File: config.mk
export PLATFORM = sky130hd
export DESIGN_NAME = instr_fetch_queue
export DESIGN_NICKNAME = d
export VERILOG_FILES = /design/src/rtl/instr_fetch_queue.sv
export SDC_FILE = /design/constraint.sdc
export NUM_CORES = 1
export LEC_CHECK = 0
export BUFFER_PORTS_ARGS = -buffer_cell sky130_fd_sc_hd__clkbuf_2
export CORE_AREA = 2 2 192 137
export CTS_CLUSTER_SIZE = 10
export DETAILED_ROUTE_END_ITERATION = 8
export DIE_AREA = 0 0 194 139
export PLACE_DENSITY = 0.51
export SLEW_MARGIN = 20
export SYNTH_ARGS = -nofsm -noshare
export SYNTH_HDL_FRONTEND = slang
export SYNTH_SLANG_ARGS = --single-unit
File: constraint.sdc
create_clock -name clk -period 5 [get_ports clk]
set_input_delay 0 -clock clk [delete_from_list [all_inputs] [get_ports clk]]
set_output_delay 0 -clock clk [all_outputs]
set_load 0.005 [all_outputs]
File: src/rtl/instr_fetch_queue.sv
// Instruction fetch stage: issues one word fetch at a time over req/ack and
// queues {pc, instr} pairs for decode. Branch redirects flush the queue and any in-flight fetch.
module instr_fetch_queue #(
  parameter int DEPTH = 2
) (
  input  logic        clk,
  input  logic        reset,
  input  logic [31:0] pc_in,
  output logic        stall_out,
  input  logic        flush,
  output logic        imem_req,
  output logic [31:0] imem_addr,
  input  logic        imem_ack,
  input  logic [31:0] imem_rdata,
  output logic        if_valid,
  output logic [31:0] if_instr,
  output logic [31:0] if_pc,
  output logic [31:0] if_pc_plus4,
  input  logic        id_ready
);

  localparam int AW = (DEPTH > 1) ? $clog2(DEPTH) : 1;
  localparam int CW = AW + 1;
  localparam logic [CW-1:0] FULL = CW'(DEPTH);

  typedef enum logic [1:0] {
    S_IDLE,
    S_WAIT,
    S_DRAIN
  } state_t;

  state_t          state;
  state_t          state_next;
  logic [31:0]     addr_q;
  logic [31:0]     addr_cur;
  logic [AW-1:0]   rd_ptr;
  logic [AW-1:0]   wr_ptr;
  logic [CW-1:0]   count;
  logic [31:0]     q_pc    [DEPTH];
  logic [31:0]     q_instr [DEPTH];
  logic            push;
  logic            pop;
  logic            latch;

  assign addr_cur  = (state == S_IDLE) ? pc_in : addr_q;
  assign imem_addr = {addr_cur[31:2], 2'b00};

  always_comb begin
    state_next = state;
    imem_req   = 1'b0;
    stall_out  = 1'b1;
    push       = 1'b0;
    latch      = 1'b0;
    case (state)
      S_IDLE: begin
        imem_req = (count < FULL) & ~flush;
        if (imem_req & imem_ack) begin
          push      = 1'b1;
          stall_out = 1'b0;
        end else if (imem_req) begin
          latch      = 1'b1;
          state_next = S_WAIT;
        end
      end
      S_WAIT: begin
        imem_req = 1'b1;
        // A flush abandons the pending response: drop it now or wait it out in DRAIN.
        if (flush) begin
          state_next = imem_ack ? S_IDLE : S_DRAIN;
        end else if (imem_ack) begin
          push       = 1'b1;
          stall_out  = 1'b0;
          state_next = S_IDLE;
        end
      end
      S_DRAIN: begin
        imem_req = 1'b1;
        if (imem_ack) state_next = S_IDLE;
      end
      default: state_next = S_IDLE;
    endcase
    if (flush) stall_out = 1'b0;
    if (reset) begin
      imem_req  = 1'b0;
      stall_out = 1'b0;
    end
  end

  assign if_valid    = (count != '0);
  assign pop         = if_valid & id_ready & ~flush;
  assign if_pc       = if_valid ? q_pc[rd_ptr]    : '0;
  assign if_instr    = if_valid ? q_instr[rd_ptr] : '0;
  assign if_pc_plus4 = if_valid ? (q_pc[rd_ptr] + 32'd4) : '0;

  always_ff @(posedge clk) begin
    if (reset) begin
      state  <= S_IDLE;
      count  <= '0;
      rd_ptr <= '0;
      wr_ptr <= '0;
      addr_q <= '0;
    end else begin
      state <= state_next;
      if (latch) addr_q <= imem_addr;
      if (flush) begin
        count  <= '0;
        rd_ptr <= '0;
        wr_ptr <= '0;
      end else begin
        if (push) begin
          q_pc[wr_ptr]    <= imem_addr;
          q_instr[wr_ptr] <= imem_rdata;
          wr_ptr          <= wr_ptr + AW'(1);
        end
        if (pop) rd_ptr <= rd_ptr + AW'(1);
        if (push & ~pop)      count <= count + CW'(1);
        else if (pop & ~push) count <= count - CW'(1);
      end
    end
  end

endmodule
### After elaboration in Yosys (flattened, before gate mapping)

Memory sizes are Yosys's and may differ from the RTL's. A register that Yosys moved wholly into a read port is not among the register bits.
Index checks and enable logic that the tools add are counted.

* bits in registers: 36
* memories kept: 2
* logic and storage cells: 66
* RAM bits: 124

Memories
* q_instr: depth 2, bits a word 32, read ports 1, clocked after memory_dff 1, wr ports 1, RTL line 40 `logic [31:0] q_instr [DEPTH];`
* q_pc: depth 2, bits a word 30, read ports 1, clocked after memory_dff 1, wr ports 1, RTL line 39 `logic [31:0] q_pc [DEPTH];`

* equality and inequality tests: 4
* magnitude comparators: 1
* bitwise logic cells: 9
* add/sub/neg operators: 5
* reduce and logical (&&, ||, !) cells: 6
* muxes and demuxes: 34

Operators with widths (number)
* $mux W32: 4
* $add A32 B3 Y32 const B: 1
* $mux W1: 19
* $mux W2: 7
* $and A1 B1 Y1: 6
* $pmux W1 S2: 3
* $pmux W2 S3: 1
* $reduce_bool A2 Y1: 2
* $reduce_or A2 Y1: 2
* $not A1 Y1: 3
* $add A1 B1 Y1 const B: 2
* $add A2 B1 Y2 const B: 1
* $eq A2 B1 Y1 const B: 1
* $eq A2 B2 Y1 const B: 1
* $logic_not A2 Y1: 1
* $lt A2 B2 Y1 const B: 1
* $ne A2 B1 Y1 const B: 1
* $ne A2 B2 Y1 const B: 1
* $reduce_and A2 Y1: 1
* $sub A2 B1 Y2 const B: 1

### Depth between registers and ports, before layout

* word-level depth: 9
* gate-level depth with buffers: 11
* gate-level depth less buffers: 9

### Least setup slack after synthesis

OpenSTA, ideal clock, no wires.

* path type: flip-flop to flip-flop
* from: register state[0]
* to: memory q_instr[0][0] (enable)
* path slack: 0.599 ns
* library setup time: 0.482 ns
* stages on the path, launching flop included: 10
* arrival time: 3.918 ns
* data required time: 4.518 ns
* clock period less this slack: 4.401 ns
* cells stage by stage: dfxtp_1 > inv_1 > ha_1 > clkbuf_1 > nand2b_1 > nand2_1 > and3_1 > clkbuf_1 > nand2_1 > nor2_1

* word-level cells in the longest chain between the ends: 6

Ends and longest elaborated chain
* start: declaration: RTL line 32 `state_t state;`
* start signal: assignment: RTL line 103 `state <= state_next;`
* $eq A2 B1 Y1 / $logic_not A2 Y1 (equally long branches): RTL line 54 `case (state)`
* $pmux W1 S2 (*): RTL line 54
* via push: RTL line 41 `logic push;`
* $mux W1 (*): RTL line 110 `if (push) begin`
* $mux W1 (*): RTL line 105 `if (flush) begin`
* $mux W1 (*): RTL line 96 `if (reset) begin`
* $mux W1 (implied by the code) (*): RTL line 112 `q_instr[wr_ptr] <= imem_rdata;`
* end: declaration: RTL line 40

Mark *: on every way through the listed nets, which the timed path passes. The rest lies on a longest branch.

==> flow_summary_export.csv <==
group,metric,value,unit
power,internal_power,2520,µW
sta,hold_viol_final,0,
power,clkPwrFrac,0.436,
final_layout,seq_area,0.00447,mm²
yosys,ys_async_sr_fraction,0,
setup_path,reg2reg_depth,8,
yosys,syn_area_per_cell,11.9,µm²
setup_path,crit_required,5000,ps
yosys,yosys_warnings,0,
placed_design,post-dp-hpwl,13.4,mm
power,switching_share,0.224,
global_route,grt_pass1_wl,30.4,mm
final_layout,final_core_util,0.398,
setup_path,rr_endpoint,"q_instr[0][26]",
cts,cts_tree,"yes",
die,die_h,139,µm
routing,vias,5521,
cts,cts_buffers,17,
yosys,synthDistinctLibCells,45,
yosys,synthTopCellsByArea,"edfxtp_1 (50%), dfxtp_1 (9.9%), mux2i_1 (9.8%)",
placed_design,post-place-ws,1750,ps
die,start_util,0.296,
setup_path,crit_slowest_cell,"dfxtp_4",
die,ios,200,
cts,htree_levels,4,
sta,setup_ws,1510,ps
final_layout,layout-drive-gt1-share,0.311,
final_layout,instances_no_fill,1216,
yosys,synth_edf_count,124,
power,p_leak,0.00377,µW
power,power_frac_seq,0.458,
routing,drcViolationCount,0,
cts,cts_root_buf,"clkbuf_16",
yosys,yosys_register_bits,161,
routing,wl_per_cell,16.0,µm
sta,tightest_slew,953,ps
sta,fin_crit_sh,0.699,
sta,min_period,3490,ps
placed_design,gp_congestion,0.745,
setup_path,critical_path.max_stage_delay,620,ps
setup_path,start_kind,"flip-flop",
yosys,synth.yosys.seq_area_share,0.598,
worst_hold_path,hold_path_depth,2,
global_route,track_usage,0.146,
sta,fin_setup_tns,0,ps
setup_path,r2r_slack,1740,ps
power,power.density,323,mW/mm²
setup_path,cp_cell_sequence,"buf_4, nand3_1, a22oi_1, nand4_1, nor3_1, mux2_2, clkbuf_2",
routing,drt-pass1-iter-count,4,
final_layout,area_growth,34.6,%
cts,clkTransAtPathRegs,70,ps
routing,drtIter0Drc,307,
sta,setup_viol,0,
die,rows,49,
setup_path,cp_num_buf_inv,2,
die,core-area,0.0253,mm²
cts,cts.path.max_buffers,2,
power,p_sw,729,µW
routing,drt.antenna.violating_nets,0,
setup_path,crit_family,"simple AND/OR/NAND/NOR gates",
global_route,grt_max_degree,81,
cts,clkLatencyLatePin,420,ps
worst_hold_path,hold_start,"imem_rdata[20]",
final_layout,diodes,0,
sta,grt_setup_unrepaired,"no",
setup_path,end_kind,"primary output",
power,peakVddDrop,214,µV
sta,fmax,286,MHz
setup_path,worst-setup-path-type,"reg2out",
cts,clock-sinks,161,
setup_path,cp_max_fo,34,
die,die_w,194,µm
routing,vias_per_cell,4.54,
routing,totalWireLength,19.5,mm
global_route,overflow,0,
global_route,grt_pass1_vias,5437,
placed_design,io_buffers,191,
sta,finalMaxSlewViolations,0,
yosys,yosysTopAreaCellShare,0.499,
global_route,antenna_found_initial,0,
worst_hold_path,worst_hold_path.endpoint,"q_instr[1][20]",
run,cap_viol_max_count,0,
placed_design,placed_cells,1119,
die,die_area,0.0270,mm²
yosys,synth_area_leader_cell,"edfxtp_1",
setup_path,rr_startpoint,"state[1]",
yosys,netlist_area,0.00747,mm²
final_layout,multi_input_area,0.00283,mm²
setup_path,arrival,3490,ps
power,p_comb_frac,0.106,
yosys,syn_inst,626,
yosys,yosys_most_used_dff,"edfxtp_1",
placed_design,placed_cell_area,0.00875,mm²
final_layout,final_area,0.0101,mm²
final_layout,fin_nets,947,
worst_hold_path,hp-class,"in2reg",
outcome,outcome,"completed",
sta,worst_clock_skew,7.71,ps
sta,slew_headroom,0.365,
final_layout,fillerInstances,2475,
-- cells by family after synthesis --
kind of cell / Yosys count / share of synthesized area
AO/OA/AOI/OAI: 55 / 0.0468
XOR/XNOR: 20 / 0.0235
adder cells (fa/ha/maj): 6 / 0.0101
buffers and inverters: 48 / 0.0303
flip-flops: 161 / 0.598
multiplexers: 109 / 0.152
other: 1 / 0.000502
AND/OR/NAND/NOR: 226 / 0.139
-- flip-flops by register name, indices dropped and copies added, names as in the netlist, named ones only --
signal	count
q_pc	60
q_instr	64
rd_ptr	1
state	2
wr_ptr	1
addr_q	30
count	2
-- how the worst max path moves through the flow --
stage / endpoint / slack, ps / start / depth (start not counted)
3_3_place_gp: q_instr[0][18] / 1750 / state[1] / 8
2_1_floorplan: q_instr[0][0] / 600 / state[0] / 9
5_1_grt: if_pc_plus4[25] / 1090 / flip-flop / 7
4_1_cts: if_pc_plus4[25] / 1380 / flip-flop / 7
3_5_place_dp: q_instr[0][23] / 1750 / state[1] / 8
6_report: if_pc_plus4[25] / 1510 / flip-flop / 7
-- metrics by stage --
| stage | power [µW] | hold slack [ps] |
|---|---|---|
| 2_1_floorplan | 1680 | 51.3 |
| 3_3_place_gp | 1830 | 191 |
| 3_5_place_dp | 1830 | 192 |
| 4_1_cts | 3310 | 267 |
| 5_1_grt | 3390 | 281 |
| 6_report | 3250 | 301 |
-- area by class of cell --
cell class / count / share of cell area
clock buffers: 19 / 0.0431
clock inverters: 13 / 0.0209
inverters: 7 / 0.00261
multi-input cells: 422 / 0.281
flip-flops and latches: 161 / 0.444
well taps: 331 / 0.0412
repair buffers: 263 / 0.166
-- layer usage --
layer / share of wire / vias to the layer above / track usage
met5: 0 / - / 0
li1: - / 2731 / -
met3: 0.051 / 18 / 0.0353
met1: 0.47 / 2632 / 0.201
met4: 0.013 / 0 / 0.0455
met2: 0.46 / 140 / 0.229
-- power groups by stage --
stage	combinational, µW	clock (µW)	sequential, µW
floorplan	173	0	1510
global placement	309	0	1520
detailed placement	310	0	1520
CTS	351	1470	1490
global route	382	1510	1490
finish	346	1420	1490
-- timing repair --
item / 4_1_cts / 5_1_grt
buffers inserted: 0 / 0
resized for setup: 0 / 0
hold endpoints to repair: 154 / 0
hold buffers: 65 / 0
-- synthesized netlist by cell type, types with 7 or more instances --
cell type and instances:
nand3_1 13, clkbuf_1 18, edfxtp_1 124, nor2_1 107
buf_4 7, and2_1 7, xnor2_1 14, a21oi_1 22
inv_1 7, mux2i_1 73, dfxtp_1 37, mux2_2 35
nor3_1 7, o21ai_0 12, nand2_1 57, nand4_1 10
buf_2 10
-- worst register-to-register path: stages, from the launching register on --
cell and delay [ps]:
dfxtp_1 330, inv_1 110, ha_2 810, nand2b_1 300, nand2_1 130, and3_1 240
nand2_1 110, nor2_4 330, buf_4 490
-- cell usage in the layout, fill, tap and decap left out, types with 3 or more instances in the layout --
cell and count:
clkbuf_2 191, edfxtp_1 124, nor2_1 105, mux2i_1 73
dlygate4sd3_1 65, nand2_1 57, dfxtp_1 36, mux2_2 35
a21oi_1 22, clkbuf_16 17, xnor2_1 14, nand3_1 13
o21ai_0 12, nand4_1 10, inv_1 7, and2_1 7
nand4b_1 6, nor3_1 6, xor2_1 6, conb_1 6
buf_4 6, ha_1 5, bufinv_16 5, nand3b_1 4
a22oi_1 4, o31ai_1 4, clkinvlp_4 4, nand2b_1 3
a221oi_1 3, or3_1 3
(Power assumes the default switching activity.)
